File: config.mk
export PLATFORM = sky130hd
export DESIGN_NAME = cmd_stream_loader_flat
export DESIGN_NICKNAME = d
export VERILOG_FILES = /design/src/rtl/cmd_stream_loader_if.sv /design/src/rtl/cmd_stream_loader.sv /design/src/flat_wrapper.sv
export SDC_FILE = /design/constraint.sdc
export NUM_CORES = 1
export LEC_CHECK = 0
export CORE_ASPECT_RATIO = 0.5
export CORE_UTILIZATION = 50
export DETAILED_ROUTE_END_ITERATION = 10
export GPL_TIMING_DRIVEN = 1
export PLACE_DENSITY = 0.7
export SYNTH_ARGS = -nofsm -noshare
export SYNTH_HDL_FRONTEND = slang
export SYNTH_SLANG_ARGS = --single-unit
File: constraint.sdc
create_clock -name clock -period 3.9 [get_ports clock]
set_input_delay 0.585 -clock clock [delete_from_list [all_inputs] [get_ports clock]]
set_output_delay 0.585 -clock clock [all_outputs]
set_load 0.01 [all_outputs]
File: src/rtl/cmd_stream_loader_if.sv
// ----------------------------------------------------------------------------
// cmd_stream_loader_if: ioctl download port plus RAM write port of the loader
// Rev 1.0
// ----------------------------------------------------------------------------
`default_nettype none

interface cmd_stream_loader_if #(
  parameter int ADDR_W = 16
) ();
  logic              ioctl_download;
  logic [7:0]        ioctl_index;
  logic              ioctl_wr;
  logic [7:0]        ioctl_dout;
  logic              ioctl_wait;
  logic              ram_ready;
  logic              loader_wr;
  logic [ADDR_W-1:0] loader_addr;
  logic [7:0]        loader_data;
  logic              loader_download;
  logic [ADDR_W-1:0] execute_addr;
  logic              execute_enable;
  logic [1:0]        load_error;

  modport master (
    output ioctl_download, ioctl_index, ioctl_wr, ioctl_dout, ram_ready,
    input  ioctl_wait, loader_wr, loader_addr, loader_data, loader_download,
    input  execute_addr, execute_enable, load_error
  );

  modport slave (
    input  ioctl_download, ioctl_index, ioctl_wr, ioctl_dout, ram_ready,
    output ioctl_wait, loader_wr, loader_addr, loader_data, loader_download,
    output execute_addr, execute_enable, load_error
  );
endinterface

`default_nettype wire

File: src/rtl/cmd_stream_loader.sv
// ----------------------------------------------------------------------------
// cmd_stream_loader: TRS-80 /CMD record parser feeding RAM through a write FIFO
// Rev 1.0
// ----------------------------------------------------------------------------
`default_nettype none

module cmd_stream_loader #(
  parameter int          ADDR_W     = 16,
  parameter int unsigned LOAD_BASE  = 0,
  parameter int          FIFO_DEPTH = 4,
  parameter int          MIN_INDEX  = 2,
  parameter bit          AUTO_EXEC  = 1'b1
) (
  input wire logic           clock,
  input wire logic           reset,
  cmd_stream_loader_if.slave bus
);
  localparam int                PTR_W      = $clog2(FIFO_DEPTH);
  localparam int                CNT_W      = PTR_W + 1;
  localparam int                ENTRY_W    = ADDR_W + 8;
  localparam logic [ADDR_W-1:0] BASE       = ADDR_W'(LOAD_BASE);
  localparam logic [CNT_W-1:0]  FULL_LEVEL = CNT_W'(FIFO_DEPTH);
  localparam logic [CNT_W-1:0]  WAIT_LEVEL = CNT_W'(FIFO_DEPTH - 1);
  localparam logic [7:0]        MIN_IDX    = 8'(MIN_INDEX);

  localparam logic [3:0] S_IDLE    = 4'd0;
  localparam logic [3:0] S_TYPE    = 4'd1;
  localparam logic [3:0] S_LEN     = 4'd2;
  localparam logic [3:0] S_ADDR_LO = 4'd3;
  localparam logic [3:0] S_ADDR_HI = 4'd4;
  localparam logic [3:0] S_DATA    = 4'd5;
  localparam logic [3:0] S_SKIP    = 4'd6;
  localparam logic [3:0] S_TAIL    = 4'd7;
  localparam logic [3:0] S_DRAIN   = 4'd8;

  logic [3:0]        state, state_next;
  logic              dl_prev, start, dl_fall, byte_in, drain_done, last_byte;
  logic              rec_exec, rec_skip, exec_valid, exec_pulse, own_ram;
  logic [8:0]        count, len_count;
  logic [7:0]        addr_lo;
  logic [ADDR_W-1:0] ptr, addr_full, exec_addr;
  logic [1:0]        err_code;
  logic              push_req, bad_state, hold;

  logic [ENTRY_W-1:0] mem [FIFO_DEPTH];
  logic [PTR_W-1:0]   wr_ptr, rd_ptr;
  logic [CNT_W-1:0]   fifo_count;
  logic               fifo_full, fifo_empty, push, pop;
  logic               wr_strobe;
  logic [ADDR_W-1:0]  wr_addr;
  logic [7:0]         wr_data;

  assign start      = bus.ioctl_download & ~dl_prev & (bus.ioctl_index >= MIN_IDX) & (state == S_IDLE);
  assign dl_fall    = ~bus.ioctl_download & dl_prev & (state != S_IDLE) & (state != S_DRAIN);
  assign byte_in    = bus.ioctl_wr & ~dl_fall;
  assign last_byte  = (count == 9'd1);
  assign drain_done = (state == S_DRAIN) & fifo_empty;
  assign addr_full  = BASE + ADDR_W'({bus.ioctl_dout, addr_lo});

  // Record length byte: 0 is treated as 256 wherever a zero count is impossible.
  always_comb begin
    len_count = {1'b0, bus.ioctl_dout};
    if (rec_skip)
      len_count = (bus.ioctl_dout == 8'd0) ? 9'd256 : {1'b0, bus.ioctl_dout};
    else if (rec_exec)
      len_count = (bus.ioctl_dout < 8'd2) ? 9'd0 : {1'b0, bus.ioctl_dout - 8'd2};
    else
      len_count = (bus.ioctl_dout == 8'd2) ? 9'd256 : {1'b0, bus.ioctl_dout - 8'd2};
  end

  always_ff @(posedge clock or posedge reset) begin
    if (reset) state <= S_IDLE;
    else       state <= state_next;
  end

  always_comb begin
    state_next = state;
    if (dl_fall) begin
      state_next = S_DRAIN;
    end else begin
      case (state)
        S_IDLE:    if (start)   state_next = S_TYPE;
        S_TYPE:    if (byte_in) state_next = S_LEN;
        S_LEN:     if (byte_in) state_next = rec_skip ? S_SKIP : S_ADDR_LO;
        S_ADDR_LO: if (byte_in) state_next = S_ADDR_HI;
        S_ADDR_HI: if (byte_in) state_next = rec_exec ? ((count == 9'd0) ? S_TAIL : S_SKIP) : S_DATA;
        S_DATA:    if (byte_in && last_byte) state_next = S_TYPE;
        S_SKIP:    if (byte_in && last_byte) state_next = rec_exec ? S_TAIL : S_TYPE;
        S_TAIL:    state_next = S_TAIL;
        S_DRAIN:   if (fifo_empty) state_next = S_IDLE;
        default:   state_next = S_DRAIN;
      endcase
    end
  end

  always_comb begin
    hold      = 1'b0;
    push_req  = 1'b0;
    bad_state = 1'b0;
    case (state)
      S_DATA: begin
        hold     = (fifo_count >= WAIT_LEVEL);
        push_req = byte_in;
      end
      S_IDLE, S_TYPE, S_LEN, S_ADDR_LO, S_ADDR_HI, S_SKIP, S_TAIL, S_DRAIN: ;
      default: bad_state = 1'b1;
    endcase
  end

  always_ff @(posedge clock or posedge reset) begin
    if (reset) begin
      dl_prev    <= 1'b0;
      rec_exec   <= 1'b0;
      rec_skip   <= 1'b0;
      count      <= 9'd0;
      addr_lo    <= 8'd0;
      ptr        <= '0;
      exec_valid <= 1'b0;
      exec_addr  <= '0;
      exec_pulse <= 1'b0;
      own_ram    <= 1'b0;
      err_code   <= 2'd0;
    end else begin
      dl_prev    <= bus.ioctl_download;
      exec_pulse <= 1'b0;
      if (start) begin
        own_ram    <= 1'b1;
        exec_valid <= 1'b0;
      end
      if (drain_done) begin
        own_ram    <= 1'b0;
        exec_pulse <= exec_valid & AUTO_EXEC;
      end
      // First error wins until the next start clears it.
      if (start)
        err_code <= 2'd0;
      else if (err_code == 2'd0) begin
        if (bad_state)
          err_code <= 2'd3;
        else if (dl_fall && state != S_TYPE && state != S_TAIL)
          err_code <= 2'd1;
        else if (push_req && fifo_full)
          err_code <= 2'd2;
      end
      if (byte_in) begin
        case (state)
          S_TYPE: begin
            rec_exec <= (bus.ioctl_dout == 8'h02);
            rec_skip <= (bus.ioctl_dout != 8'h01) && (bus.ioctl_dout != 8'h02);
          end
          S_LEN:     count   <= len_count;
          S_ADDR_LO: addr_lo <= bus.ioctl_dout;
          S_ADDR_HI: begin
            if (rec_exec) begin
              exec_addr  <= addr_full;
              exec_valid <= 1'b1;
            end else begin
              ptr <= addr_full;
            end
          end
          S_DATA: begin
            ptr   <= ptr + 1'b1;
            count <= count - 9'd1;
          end
          S_SKIP:  count <= count - 9'd1;
          default: ;
        endcase
      end
    end
  end

  assign fifo_full  = (fifo_count == FULL_LEVEL);
  assign fifo_empty = (fifo_count == '0);
  assign push       = push_req & ~fifo_full;
  assign pop        = ~fifo_empty & bus.ram_ready;

  always_ff @(posedge clock) begin
    if (push) mem[wr_ptr] <= {ptr, bus.ioctl_dout};
  end

  always_ff @(posedge clock or posedge reset) begin
    if (reset) begin
      wr_ptr     <= '0;
      rd_ptr     <= '0;
      fifo_count <= '0;
      wr_strobe  <= 1'b0;
      wr_addr    <= '0;
      wr_data    <= 8'd0;
    end else begin
      wr_strobe <= pop;
      if (push) wr_ptr <= wr_ptr + 1'b1;
      if (pop) begin
        rd_ptr             <= rd_ptr + 1'b1;
        {wr_addr, wr_data} <= mem[rd_ptr];
      end
      case ({push, pop})
        2'b10:   fifo_count <= fifo_count + 1'b1;
        2'b01:   fifo_count <= fifo_count - 1'b1;
        default: fifo_count <= fifo_count;
      endcase
    end
  end

  assign bus.ioctl_wait      = hold;
  assign bus.loader_wr       = wr_strobe;
  assign bus.loader_addr     = wr_addr;
  assign bus.loader_data     = wr_data;
  assign bus.loader_download = own_ram;
  assign bus.execute_addr    = exec_addr;
  assign bus.execute_enable  = exec_pulse;
  assign bus.load_error      = err_code;
endmodule

`default_nettype wire

File: src/flat_wrapper.sv
// flat-port wrapper written by rule: the top's interface ports become plain ports
module cmd_stream_loader_flat 
#(
  parameter int          ADDR_W     = 16,
  parameter int unsigned LOAD_BASE  = 0,
  parameter int          FIFO_DEPTH = 4,
  parameter int          MIN_INDEX  = 2,
  parameter bit          AUTO_EXEC  = 1'b1
)
  (clock, reset, bus_ioctl_download, bus_ioctl_index, bus_ioctl_wr, bus_ioctl_dout, bus_ram_ready, bus_ioctl_wait, bus_loader_wr, bus_loader_addr, bus_loader_data, bus_loader_download, bus_execute_addr, bus_execute_enable, bus_load_error);
  cmd_stream_loader_if #(.ADDR_W(ADDR_W)) bus_i ();
  input wire logic clock;
  input wire logic reset;
  input wire logic [$bits(bus_i.ioctl_download)-1:0] bus_ioctl_download;
  input wire logic [$bits(bus_i.ioctl_index)-1:0] bus_ioctl_index;
  input wire logic [$bits(bus_i.ioctl_wr)-1:0] bus_ioctl_wr;
  input wire logic [$bits(bus_i.ioctl_dout)-1:0] bus_ioctl_dout;
  input wire logic [$bits(bus_i.ram_ready)-1:0] bus_ram_ready;
  output wire logic [$bits(bus_i.ioctl_wait)-1:0] bus_ioctl_wait;
  output wire logic [$bits(bus_i.loader_wr)-1:0] bus_loader_wr;
  output wire logic [$bits(bus_i.loader_addr)-1:0] bus_loader_addr;
  output wire logic [$bits(bus_i.loader_data)-1:0] bus_loader_data;
  output wire logic [$bits(bus_i.loader_download)-1:0] bus_loader_download;
  output wire logic [$bits(bus_i.execute_addr)-1:0] bus_execute_addr;
  output wire logic [$bits(bus_i.execute_enable)-1:0] bus_execute_enable;
  output wire logic [$bits(bus_i.load_error)-1:0] bus_load_error;
  assign bus_i.ioctl_download = bus_ioctl_download;
  assign bus_i.ioctl_index = bus_ioctl_index;
  assign bus_i.ioctl_wr = bus_ioctl_wr;
  assign bus_i.ioctl_dout = bus_ioctl_dout;
  assign bus_i.ram_ready = bus_ram_ready;
  assign bus_ioctl_wait = bus_i.ioctl_wait;
  assign bus_loader_wr = bus_i.loader_wr;
  assign bus_loader_addr = bus_i.loader_addr;
  assign bus_loader_data = bus_i.loader_data;
  assign bus_loader_download = bus_i.loader_download;
  assign bus_execute_addr = bus_i.execute_addr;
  assign bus_execute_enable = bus_i.execute_enable;
  assign bus_load_error = bus_i.load_error;
  cmd_stream_loader #(.ADDR_W(ADDR_W), .LOAD_BASE(LOAD_BASE), .FIFO_DEPTH(FIFO_DEPTH), .MIN_INDEX(MIN_INDEX), .AUTO_EXEC(AUTO_EXEC)) u_core (.clock(clock), .reset(reset), .bus(bus_i));
endmodule
# --- Yosys cells after proc, flatten, opt, wreduce, memory -nomap -nowiden ---
# Memories as Yosys holds them, arrays and structs flattened. A register that Yosys moved wholly into a read port is not among the register bits.
# Cells that the tools add are included.
totals:
  regBits: 69
  mem_bits_rw: 96
  inputBits: 21
  elab_cells: 134
  memories: 1
mem_list:
  columns: ["memory", "words", "word_bits", "rd", "rd_clocked_by_memory_dff", "write_ports", "line", "source"]
  rows:
  - ["u_core.mem", 4, 24, 1, 1, 1, "cmd_stream_loader.sv:45", "logic [ENTRY_W-1:0] mem [FIFO_DEPTH];"]
op_classes:
  addsub: 7
  order_cmp: 3
  eq_ne: 28
  muxes: 39
  n_bitwise: 15
  reduce_logical: 25
ops:
  columns: ["op", "count"]
  rows:
  - ["2-to-1 mux 4 bit", 10]
  - ["2-to-1 mux 9 bit", 4]
  - ["one-hot mux 4 bit (9 select lines)", 1]
  - ["one-hot mux 16 bit (2 select lines)", 1]
  - ["inequality test 3 x 1 -> 1 bit (second input constant)", 8]
  - ["one-hot mux 9 bit (2 select lines)", 1]
  - ["adder 16 x 1 -> 16 bit (second input constant)", 1]
  - ["== test 4 x 3 -> 1 bit (second input constant)", 4]
  - ["2-to-1 mux 16 bit", 1]
  - ["2-to-1 mux 1 bit", 12]
  - ["bitwise AND 1 bit", 10]
  - ["2-to-1 mux 2 bit", 5]
  - ["nonzero test 2 bit", 5]
  - ["== test 9 x 1 -> 1 bit (second input constant)", 1]
  - ["logical NOT 9 bit", 1]
  - ["OR reduction 9 bit", 1]
  - ["subtractor 9 x 1 -> 9 bit (second input constant)", 1]
  - ["== test 4 x 2 -> 1 bit (second input constant)", 2]
  - ["== test 8 x 2 -> 1 bit (second input constant)", 1]
  - [">= comparator 8 x 2 -> 1 bit (second input constant)", 1]
  - ["logical NOT 8 bit", 1]
  - ["< comparator 8 x 2 -> 1 bit (second input constant)", 1]
  - ["2-to-1 mux 8 bit", 1]
  - ["inequality test 4 x 1 -> 1 bit (second input constant)", 2]
  - ["other kinds (27)", 41]

# --- Depth between registers and ports, before layout ---
# Gate-level depths: netlist (run 1).
logic_depth:
  ltp_word: 13
  mapped_depth: 11

# --- Least setup slack after synthesis (run 1) ---
# Ideal clock, no wire load.
synth_path:
  path_type: "in2reg"
  from: "in bus_ioctl_wr"
  to: "mem u_core.mem[0][0] in the netlist's numbering (enable)"
  arrival_ns: 2.044
  setup_slack_ns: 1.474
  stages: 4
  path_buffers: 1
  cell_sequence: "buf_2 -> nand2_1 -> nor3_1 -> and2_1"
synth_via:
  elab_chain_len: 5
synth_lines:
  columns: ["element", "line", "source"]
  rows:
  - ["start, declared", "flat_wrapper.sv:16", "input wire logic [$bits(bus_i.ioctl_wr)-1:0] bus_ioctl_wr;"]
  - ["bitwise AND 1 bit", "cmd_stream_loader.sv:55", "assign byte_in = bus.ioctl_wr & ~dl_fall;"]
  - ["2-to-1 mux 1 bit", "cmd_stream_loader.sv:100", "case (state)"]
  - ["bitwise AND 1 bit", "cmd_stream_loader.sv:174", "assign push = push_req & ~fifo_full;"]
  - ["2-to-1 mux 1 bit", "cmd_stream_loader.sv:178", "if (push) mem[wr_ptr] <= {ptr, bus.ioctl_dout};"]
  - ["2-to-1 mux 1 bit (implied by the code)", "cmd_stream_loader.sv:178", null]
  - ["end, declared", "cmd_stream_loader.sv:45", null]
# No other way between the ends.

# --- Worst setup path in the final report (run 1) ---
layout_path:
  from: "reg u_core.state[2]"
  to: "out bus_ioctl_wait"
layout_via:
  elab_chain_len: 2
layout_lines:
  columns: ["element", "line", "source"]
  rows:
  - ["start, declared", "cmd_stream_loader.sv:36", "logic [3:0] state, state_next;"]
  - ["start signal, assigned", "cmd_stream_loader.sv:73", "else state <= state_next;"]
  - ["== test 4 x 3 -> 1 bit", "cmd_stream_loader.sv:100", null]
  - ["2-to-1 mux 1 bit", "cmd_stream_loader.sv:100", null]
  - ["end, declared", "flat_wrapper.sv:19", "output wire logic [$bits(bus_i.ioctl_wait)-1:0] bus_ioctl_wait;"]
# No other way between the ends.

==> impl_metrics.tcl, run 1 <==
set metrics [dict create \
    grt_setup_unrepaired "no" \
    relSlewSlack_pct 31.47 \
    top_layer "met4" \
    post-synth-top-count-cell "edfxtp_1" \
    synth.distinct_cells 62 \
    dieWidth_um 183.0 \
    power_density_nw_per_um2 719.9 \
    hold_path_class "reg2reg" \
    max_stage_delay_ns 0.64 \
    vias 5078 \
    hpwl_mm 11.06 \
    critPathSlowestCell "dfrtp_1" \
    grt_util_all_layers_pct 21.80 \
    nFillCells 1220 \
    timing.critical_path.depth 4 \
    crit_required_ns 3.31 \
    drt-total-wl_mm 16.86 \
    cp_top_family "simple AND/OR/NAND/NOR gates" \
    core.rowCount 32 \
    fin_ws_ns 0.9716 \
    p_leak_nw 3.600 \
    start_kind "flip-flop" \
    status "finished, final reports clean" \
    h-tree-depth 4 \
    synthArstFlopShare_pct 49.21 \
    fin_crit_sh_pct 75.09 \
    syn_area_per_cell_um2 14.15 \
    r2r_setup_slack_ns 1.29 \
    synth_edf_count 96 \
    antenna_cells 0 \
    critPathMaxFanout 17 \
    min_to "u_core.bus.execute_addr[9]$_DFFE_PP0P_" \
    m1WireLength_mm 7.992 \
    synth_top_area_share_pct 35.19 \
    ys.flop_type "edfxtp_1" \
    core_area_um2 15700 \
    cts_buffer_depth 2 \
    min_path_cells 2 \
    postCtsSetupRepairBufs 0 \
    synth.top_cells.by_count "96 x edfxtp_1, 93 x dfrtp_1, 42 x mux2_2" \
    cts_made_buffers 17 \
    holdWs_ns 0.4837 \
    r2r-end "u_core.fifo_count[2]$_DFFE_PP0P_" \
    clk_pin_slew_worst_paths_ns 0.07 \
    arrival_ns 2.34 \
    synthCells 579 \
    tightest_slew_ns 1.027 \
    finalClockSkew_ns 0.01052 \
    detail_route.wl_per_cell_um 19.02 \
    p_total_mw 6.988 \
    syn2layout_area_growth_pct 18.48 \
    initial_utilization_pct 52.20 \
    postCtsHoldBufs 0 \
    reg2reg_depth 11 \
    min_from "u_core.bus.execute_addr[9]$_DFFE_PP0P_" \
    max_freq_mhz 341.5 \
    hold_viol 0 \
    dr.pass1.iters 5 \
    antenna_found_initial 0 \
    drc_errors 0 \
    cts_tree "done" \
    drt_iter0_drc 550 \
    fp.dieH_um 92.52 \
    syn-num-nets 611 \
    cts.sinks 189 \
    ys_ff_latch 189 \
    grt_pass1_wl_mm 27.54 \
    syn_area_um2 8193 \
    ys.warnings.count 0 \
    grt_overflow 0 \
    grt_max_degree 59 \
    root_buffer "clkbuf_16" \
    dieArea_um2 16930 \
    ios 67 \
    layout-drive-gt1-share_pct 19.25 \
    critical_path_class "reg2out" \
    final-setup-viol-count 0 \
    route.met2.wl_mm 7.744 \
    portBuffers 65 \
    timing.rr.start "u_core.state[1]$_DFFE_PP0P_" \
    critical_path.cell_chain "and3b_1 -> nand2_1 -> nor2_1 -> clkdlybuf4s50_1" \
    clkLatencyLatePin_ns 0.43 \
    postRouteAntennaNets 0 \
    cp_num_buf_inv 1 \
    report.final.slew_viol_count 0 \
    synthTopCellsByArea "edfxtp_1 35%, dfrtp_1 28%, mux4_2 6.6%" \
    via_per_inst 5.731 \
    dp_slack_ns 0.9154 \
    cp-end-kind "output pin" \
    setup-tns-final_ns 0 \
    globalplace.congestion 0.8655 \
    ir_drop_mv 0.3608 \
    yosys.area.top_type "edfxtp_1" \
    max-cap-violations 0 \
    grt_pass1_vias 5039 \
    final.min_clock_period_ns 2.928 \
    seq_area_frac_synth_pct 63.59 \
    ctsResizeCount 0 \
    wl_met3_um 963 \
    layout.nets 684 \
]
[final cells by class]
type                            count  area, um2  area share, %
Clock inverter                     15      156.4          1.611
Tap cell                          221      276.5          2.849
Inverter                           19      73.82         0.7605
Multi-Input combinational cell    343       2786          28.71
Clock buffer                       17      425.4          4.383
Timing Repair Buffer               82      778.2          8.018
Sequential cell                   189       5210          53.67
[cell usage in the layout, fill, tap and decap left out, drive strengths merged, types with 3 or more instances in the layout]
cell type / synthesis / layout
clkbuf: 16 / 17
o211ai: 5 / 5
inv: 19 / 24
nand3: 20 / 20
nor3: 13 / 13
nand2: 29 / 29
o21ai: 24 / 24
and2: 5 / 5
nand3b: 5 / 5
and3: 5 / 5
clkinv: 0 / 8
a31oi: 3 / 3
xnor2: 8 / 8
a21boi: 3 / 3
nor3b: 6 / 6
ha: 10 / 10
dfrtp: 93 / 93
a21oi: 38 / 38
buf: 12 / 17
mux2i: 3 / 3
xor2: 5 / 5
o22ai: 5 / 5
mux4: 24 / 24
nor4: 7 / 7
o221ai: 3 / 3
nor2b: 6 / 6
clkdlybuf4s50: 0 / 65
nand2b: 5 / 5
edfxtp: 96 / 96
a211oi: 4 / 4
nor2: 27 / 27
mux2: 47 / 47
[worst max-delay path by stage]
| stage | startpoint | end | slack [ns] |
|---|---|---|---|
| after floorplan | reset | u_core.addr_lo[0]$_DFFE_PP0P_ | 0.89 |
| after global placement | bus_ioctl_dout[5] | u_core.count[6]$_DFFE_PP0P_ | 1.05 |
| after detailed placement | bus_ioctl_dout[5] | u_core.count[6]$_DFFE_PP0P_ | 0.92 |
| after CTS | u_core.state[2]$_DFFE_PP0P_ | bus_ioctl_wait | 0.98 |
| after global routing | u_core.state[2]$_DFFE_PP0P_ | bus_ioctl_wait | 0.83 |
| final | u_core.state[2]$_DFFE_PP0P_ | bus_ioctl_wait | 0.97 |
[routing by layer]
| layer | global-route usage, % | up-vias |
|---|---|---|
| met5 | 0 | - |
| li1 | - | 2341 |
| met1 | 32.38 | 2574 |
| met2 | 32.51 | 150 |
| met3 | 4.050 | 13 |
| met4 | 7.222 | 0 |
[state kept, by name, indices dropped and copies added, names as in the netlist, 3 cells and up]
signal	cells
u_core.fifo_count	3
u_core.bus.loader_addr	16
u_core.bus.loader_data	8
u_core.bus.execute_addr	16
u_core.mem	96
u_core.state	4
u_core.count	9
u_core.addr_lo	8
u_core.ptr	16
[logic make-up after synthesis]
group                    after synthesis  synth area share, %
flip-flops                           189                63.59
AND/OR/NAND/NOR                      143                9.377
AO/OA/AOI/OAI                        102                7.743
multiplexers                          74                13.65
buffers and inverters                 47                2.474
XOR/XNOR                              13                1.390
adder cells (fa/ha/maj)               11                1.772
[through the flow]
step,cell area [um2],util (%),std cells
global placement,9125,58.14,854
global route,9707,61.85,886
finish,9707,61.85,886
floorplan,8193,-,579
CTS,9707,61.85,886
detailed placement,9125,58.14,854
[power breakdown]
part | switching [mW] | leakage [nW] | internal, mW | total [mW]
Clock | 0.821 | 0.279 | 0.851 | 1.67
Sequential | 0.532 | 2.00 | 2.66 | 3.19
Combinational | 0.938 | 1.32 | 1.19 | 2.12
[worst register-to-register path, delay by kind of cell (launching register included)]
family,cells,cell delay [ns]
and+or+nand+nor,4,0.78
DFF,1,0.62
adders and majority gates,2,0.55
xor gates and xnor gates,2,0.30
buffers and inverters,3,0.29
(Power assumes the default switching activity.)
==> inputs of run 2 (changes only) <==
PLACE_DENSITY = 0.73   (was 0.7)
clock period = 2.4 ns   (was 3.9 ns; I/O delays follow)
==> run 2 against run 1 <==
Against the previous run:
- count of clock-buffer cells in the layout is 2 higher
- combinational power is 73% higher
- non-clock buffer count is 25 higher
- clock power is 68% higher
- first-iteration DRC count is 12% lower
- final cell count is 2.8% higher
- critical endpoint is now u_core.bus.execute_addr[1]$_DFFE_PP0P_
==> impl_metrics.tcl, run 2 (synthesis gave the netlist of run 1 again) <==
set metrics [dict create \
    status "finished, final reports clean" \
    cts.sinks 189 \
    met1_usage_pct 31.17 \
    largest_register_ffs 96 \
    antenna_found_initial 0 \
    portBuffers 65 \
    cts_buffer_depth 2 \
    grt_pass1_wl_mm 27.83 \
    critical_path_class "reg2reg" \
    cts_tree "done" \
    core_area_um2 15700 \
    cts_made_buffers 17 \
    fin_ws_ns 0.2857 \
    antenna_cells 0 \
    cp_top_family "simple AND/OR/NAND/NOR gates" \
    grt_util_all_layers_pct 22.04 \
    syn2layout_area_growth_pct 22.22 \
    core.rowCount 32 \
    initial_utilization_pct 52.20 \
    start_kind "flip-flop" \
    hold_path_class "in2async" \
    final_area_um2 10010 \
    power_density_nw_per_um2 1161 \
    dieArea_um2 16930 \
    via_per_inst 5.765 \
    relSlewSlack_pct 59.46 \
    placed_area_um2 9407 \
    layout_common_cells "96 x edfxtp_1, 91 x dfrtp_1, 64 x clkdlybuf4s50_1" \
    p_leak_nw 3.771 \
    regMostFlops "u_core.mem" \
    ios 67 \
    hpwl_mm 11.31 \
    clkLatencyLatePin_ns 0.43 \
    drt-total-wl_mm 17.39 \
    fin_crit_sh_pct 88.10 \
    h-tree-depth 4 \
    critPathSlowestCell "or3_1" \
    setup-tns-final_ns 0 \
    max-cap-violations 0 \
    fp.dieH_um 92.52 \
    grt_max_degree 46 \
    final_common_cell "edfxtp_1" \
    cp-end-kind "flip-flop" \
    layout-drive-gt1-share_pct 22.32 \
    cp_num_buf_inv 1 \
    drc_errors 0 \
    crit_required_ns 2.71 \
    p_total_mw 11.63 \
    dr.pass1.iters 5 \
    use_met2_pct 34.82 \
    globalplace.congestion 0.8795 \
    dp_slack_ns 0.07184 \
    final.min_clock_period_ns 2.114 \
    clk_pin_slew_worst_paths_ns 0.08 \
    critPathMaxFanout 19 \
    grt_pass1_vias 5216 \
    grt_setup_unrepaired "no" \
    tightest_slew_ns 0.6017 \
    ir_drop_mv 0.5846 \
    final-setup-viol-count 0 \
    max_freq_mhz 473.0 \
    holdWs_ns 0.3228 \
    dieWidth_um 183.0 \
    grt_overflow 0 \
    arrival_ns 2.43 \
    detail_route.wl_per_cell_um 19.09 \
    finalClockSkew_ns 0.01280 \
    critical_path.cell_chain "buf_4 -> or3_1 -> a21oi_4 -> nand3_4 -> mux2_4" \
    hold_viol 0 \
    grt.busiest_layer "met2" \
    max_stage_delay_ns 0.43 \
    layout.nets 709 \
    report.final.slew_viol_count 0 \
    drt_iter0_drc 485 \
    root_buffer "clkbuf_16" \
    postRouteAntennaNets 0 \
    grt_use_met3_pct 4.444 \
    vias 5252 \
]
==> run 2: cell count changes in the layout (fill, tap and decap cells not counted), sizes merged <==
cell           change
clkbuf             +2
clkinv             -3
clkdlybuf4s50      -1
bufinv             +1
dlymetal6s2s       +1
buf               +25
==> run 2: layer usage <==
layer / vias to the layer above / routed length [um] / share of wire (%)
li1: 2401 / - / -
met1: 2656 / 7921 / 46
met2: 180 / 8199 / 47
met3: 15 / 1071 / 6.2
met4: 0 / 201 / 1.2
met5: - / 0 / 0
==> run 2: layout make-up <==
cell class / instances / area [um2]
flip-flops and latches: 189 / 5213
clock inverters: 13 / 151.4
fillers: 1162 / 5682
well taps: 221 / 276.5
repair buffers: 107 / 1069
multi-input cells: 343 / 2786
clock buffers: 19 / 442.9
inverters: 19 / 75.07
==> run 2: path summary, 6_finish.rpt <==
path                                                         from                                      to  slack (ns)  cells after the start
setup / recovery                      u_core.state[1]$_DFFE_PP0P_  u_core.bus.execute_addr[1]$_DFFE_PP0P_        0.29                      5
hold / removal                                              reset   u_core.bus.loader_addr[9]$_DFFE_PP0P_        0.32                      2
setup reg to reg                      u_core.state[1]$_DFFE_PP0P_  u_core.bus.execute_addr[1]$_DFFE_PP0P_        0.29                      5
hold reg to reg            u_core.bus.execute_addr[9]$_DFFE_PP0P_  u_core.bus.execute_addr[9]$_DFFE_PP0P_        0.50                      2
max in group asynchronous                                   reset               u_core.ptr[3]$_DFFE_PP0P_        1.46                      3
min in group clock         u_core.bus.execute_addr[9]$_DFFE_PP0P_  u_core.bus.execute_addr[9]$_DFFE_PP0P_        0.50                      2
==> run 2: power breakdown <==
group          internal, mW  switching (mW)
clock network          1.51            1.30
logic                  2.06            1.61
registers              4.33           0.813
==> run 2: what timing repair did <==
| action | in CTS | in global routing |
|---|---|---|
| setup buffers | 1 | 0 |
| resized for setup | 1 | 2 |
| pin swaps | 0 | 0 |
| endpoints found under the setup margin | 1 | 1 |
| hold buffers | 0 | 0 |
==> run 2: stage by stage <==
stage,util [%],cells
floorplan,-,579
global route,63.80,911
detailed placement,59.93,878
global placement,59.93,878
finish,63.80,911
CTS,63.78,911
==> inputs of run 3 (changes only) <==
CAP_MARGIN = 10   (was not set)
DONT_BUFFER_PORTS = 1   (was not set)
PLACE_DENSITY = 0.68   (was 0.73)
==> run 3 against run 2 <==
Against the previous run:
- non-clock buffer count down 78
- wire length down 7.0%
- worst hold slack worse by 0.30 ns
- first-iteration DRC count down 20%
- setup slack worse by 0.0035 ns
- count of clock-buffer cells in the layout down 2
- sequential power up 4.1%
- critical path depth unchanged
- global-route usage down 1.3 points
- final area down 7.4%
- combinational power down 28%
- clock power up 2%
- largest cell class unchanged
- highest routed layer unchanged
==> impl_metrics.tcl, run 3 (synthesis gave the netlist of run 1 again) <==
set metrics [dict create \
    regMostFlops "u_core.mem" \
    final-setup-viol-count 0 \
    clk_pin_slew_worst_paths_ns 0.08 \
    vias 4833 \
    core.rowCount 32 \
    root_buffer "clkbuf_16" \
    antenna_cells 0 \
    layout-drive-gt1-share_pct 22.06 \
    critical_path.cell_chain "and4_1 -> nand4_1 -> nor4_1 -> nand2_1 -> a211oi_1" \
    hold_path_class "in2reg" \
    relSlewSlack_pct 56.77 \
    critPathMaxFanout 9 \
    via_per_inst 5.802 \
    arrival_ns 2.45 \
    final_common_cell "edfxtp_1" \
    startpoint "u_core.ptr[6]$_DFFE_PP0P_" \
    dieArea_um2 16930 \
    cp_num_buf_inv 0 \
    multi_input_area_um2 2789 \
    grt_pass1_vias 4810 \
    postRouteAntennaNets 0 \
    critPathSlowestCell "dfrtp_1" \
    min_from "bus_ioctl_dout[1]" \
    regArea_um2 5210 \
    nFillCells 1232 \
    drc_errors 0 \
    timing.rr.start "u_core.ptr[6]$_DFFE_PP0P_" \
    cp_top_family "simple AND/OR/NAND/NOR gates" \
    max_stage_delay_ns 0.54 \
    cts_tree "done" \
    utilization_pct 59.06 \
    ir_drop_mv 0.6315 \
    finalClockSkew_ns 0.01638 \
    hpwl_mm 10.64 \
    cp-end-kind "flip-flop" \
    clkLatencyLatePin_ns 0.44 \
    final.min_clock_period_ns 2.118 \
    setup-tns-final_ns 0 \
    max-cap-violations 0 \
    fin_crit_sh_pct 88.24 \
    dr.pass1.iters 5 \
    portBuffers 0 \
    report.final.slew_viol_count 0 \
    crit_required_ns 2.73 \
    critical_path_class "reg2reg" \
    tightest_slew_ns 0.6417 \
    grt_pass1_wl_mm 26.27 \
    globalplace.congestion 0.8974 \
    power_density_nw_per_um2 1171 \
    layout.nets 631 \
    ios 67 \
    p_leak_nw 3.443 \
    hold_viol 0 \
    grt_setup_unrepaired "no" \
    drt-total-wl_mm 16.17 \
    dieWidth_um 183.0 \
    cts_made_buffers 17 \
    grt_overflow 0 \
    grt_max_degree 37 \
    layout_common_cells "96 x edfxtp_1, 93 x dfrtp_1, 42 x mux2_2" \
    detail_route.wl_per_cell_um 19.41 \
    antenna_found_initial 1 \
    max_freq_mhz 472.2 \
    status "finished, final reports clean" \
    h-tree-depth 4 \
    cts_buffer_depth 2 \
    cts.sinks 189 \
    postCtsSetupRepairBufs 0 \
    largest_register_ffs 96 \
    core_area_um2 15700 \
    initial_utilization_pct 52.20 \
    grt_util_all_layers_pct 20.71 \
    syn2layout_area_growth_pct 13.13 \
    start_kind "flip-flop" \
    drt_iter0_drc 387 \
    fp.dieH_um 92.52 \
]
run 3: cell types whose count changed in the layout (fill, tap and decap cells not counted), moves of 3 or more:
| cell | before | now |
|---|---|---|
| clkdlybuf4s50_1 | 64 | 0 |
| buf_4 | 34 | 17 |
| dlygate4sd3_1 | 0 | 6 |
| clkinv_4 | 4 | 1 |
| clkinv_8 | 1 | 4 |
run 3: final timing paths:
check / to / slack, ns / cells after the start
worst min-delay path: u_core.mem[0][1]$_DFFE_PP_ / 0.02 / 0
worst max register to register: u_core.ptr[14]$_DFFE_PP0P_ / 0.28 / 5
min in group asynchronous: u_core.ptr[11]$_DFFE_PP0P_ / 0.46 / 2
worst max-delay path: u_core.ptr[14]$_DFFE_PP0P_ / 0.28 / 5
max in group asynchronous: u_core.fifo_count[2]$_DFFE_PP0P_ / 1.25 / 3
worst min register to register: u_core.bus.execute_enable$_DFF_PP0_ / 0.50 / 2
run 3: metal layers:
metal	track usage, %	share of wire (%)
met1	28.42	45
met2	31.94	46
met3	6.921	8.1
met4	5.139	1.0
met5	0	0
run 3: metrics by stage:
| step | area, um2 | instances | setup slack [ns] | power (mW) | hold slack [ns] |
|---|---|---|---|---|---|
| 5_1_grt | 9269 | 833 | 0.07049 | 11.49 | 0.0001082 |
| 3_5_place_dp | 8596 | 795 | 0.2932 | 8.079 | 0.3207 |
| 4_1_cts | 9226 | 829 | 0.2673 | 10.96 | 0.004453 |
| 2_1_floorplan | 8197 | 579 | 0.03102 | 7.282 | 0.3914 |
| 6_report | 9269 | 833 | 0.2822 | 10.86 | 0.02461 |
| 3_3_place_gp | 8596 | 795 | 0.3457 | 7.964 | 0.3166 |
run 3: area by class of cell:
type	count	area share [%]
clock buffer	17	4.590
clock inverter	15	1.998
inverter	19	0.8099
multi-input combinational	343	30.09
sequential	189	56.21
tap	221	2.983
timing repair buffer	29	3.321
run 3: where the power goes:
group	internal [mW]	switching, mW
sequential	4.33	1.02
combinational	1.40	1.25
clock	1.43	1.43
run 3: what timing repair did:
action / CTS / global route
endpoints found under the hold margin: 23 / 13
resized for setup: 0 / 1
hold buffers: 2 / 4
setup endpoints to repair: 0 / 5
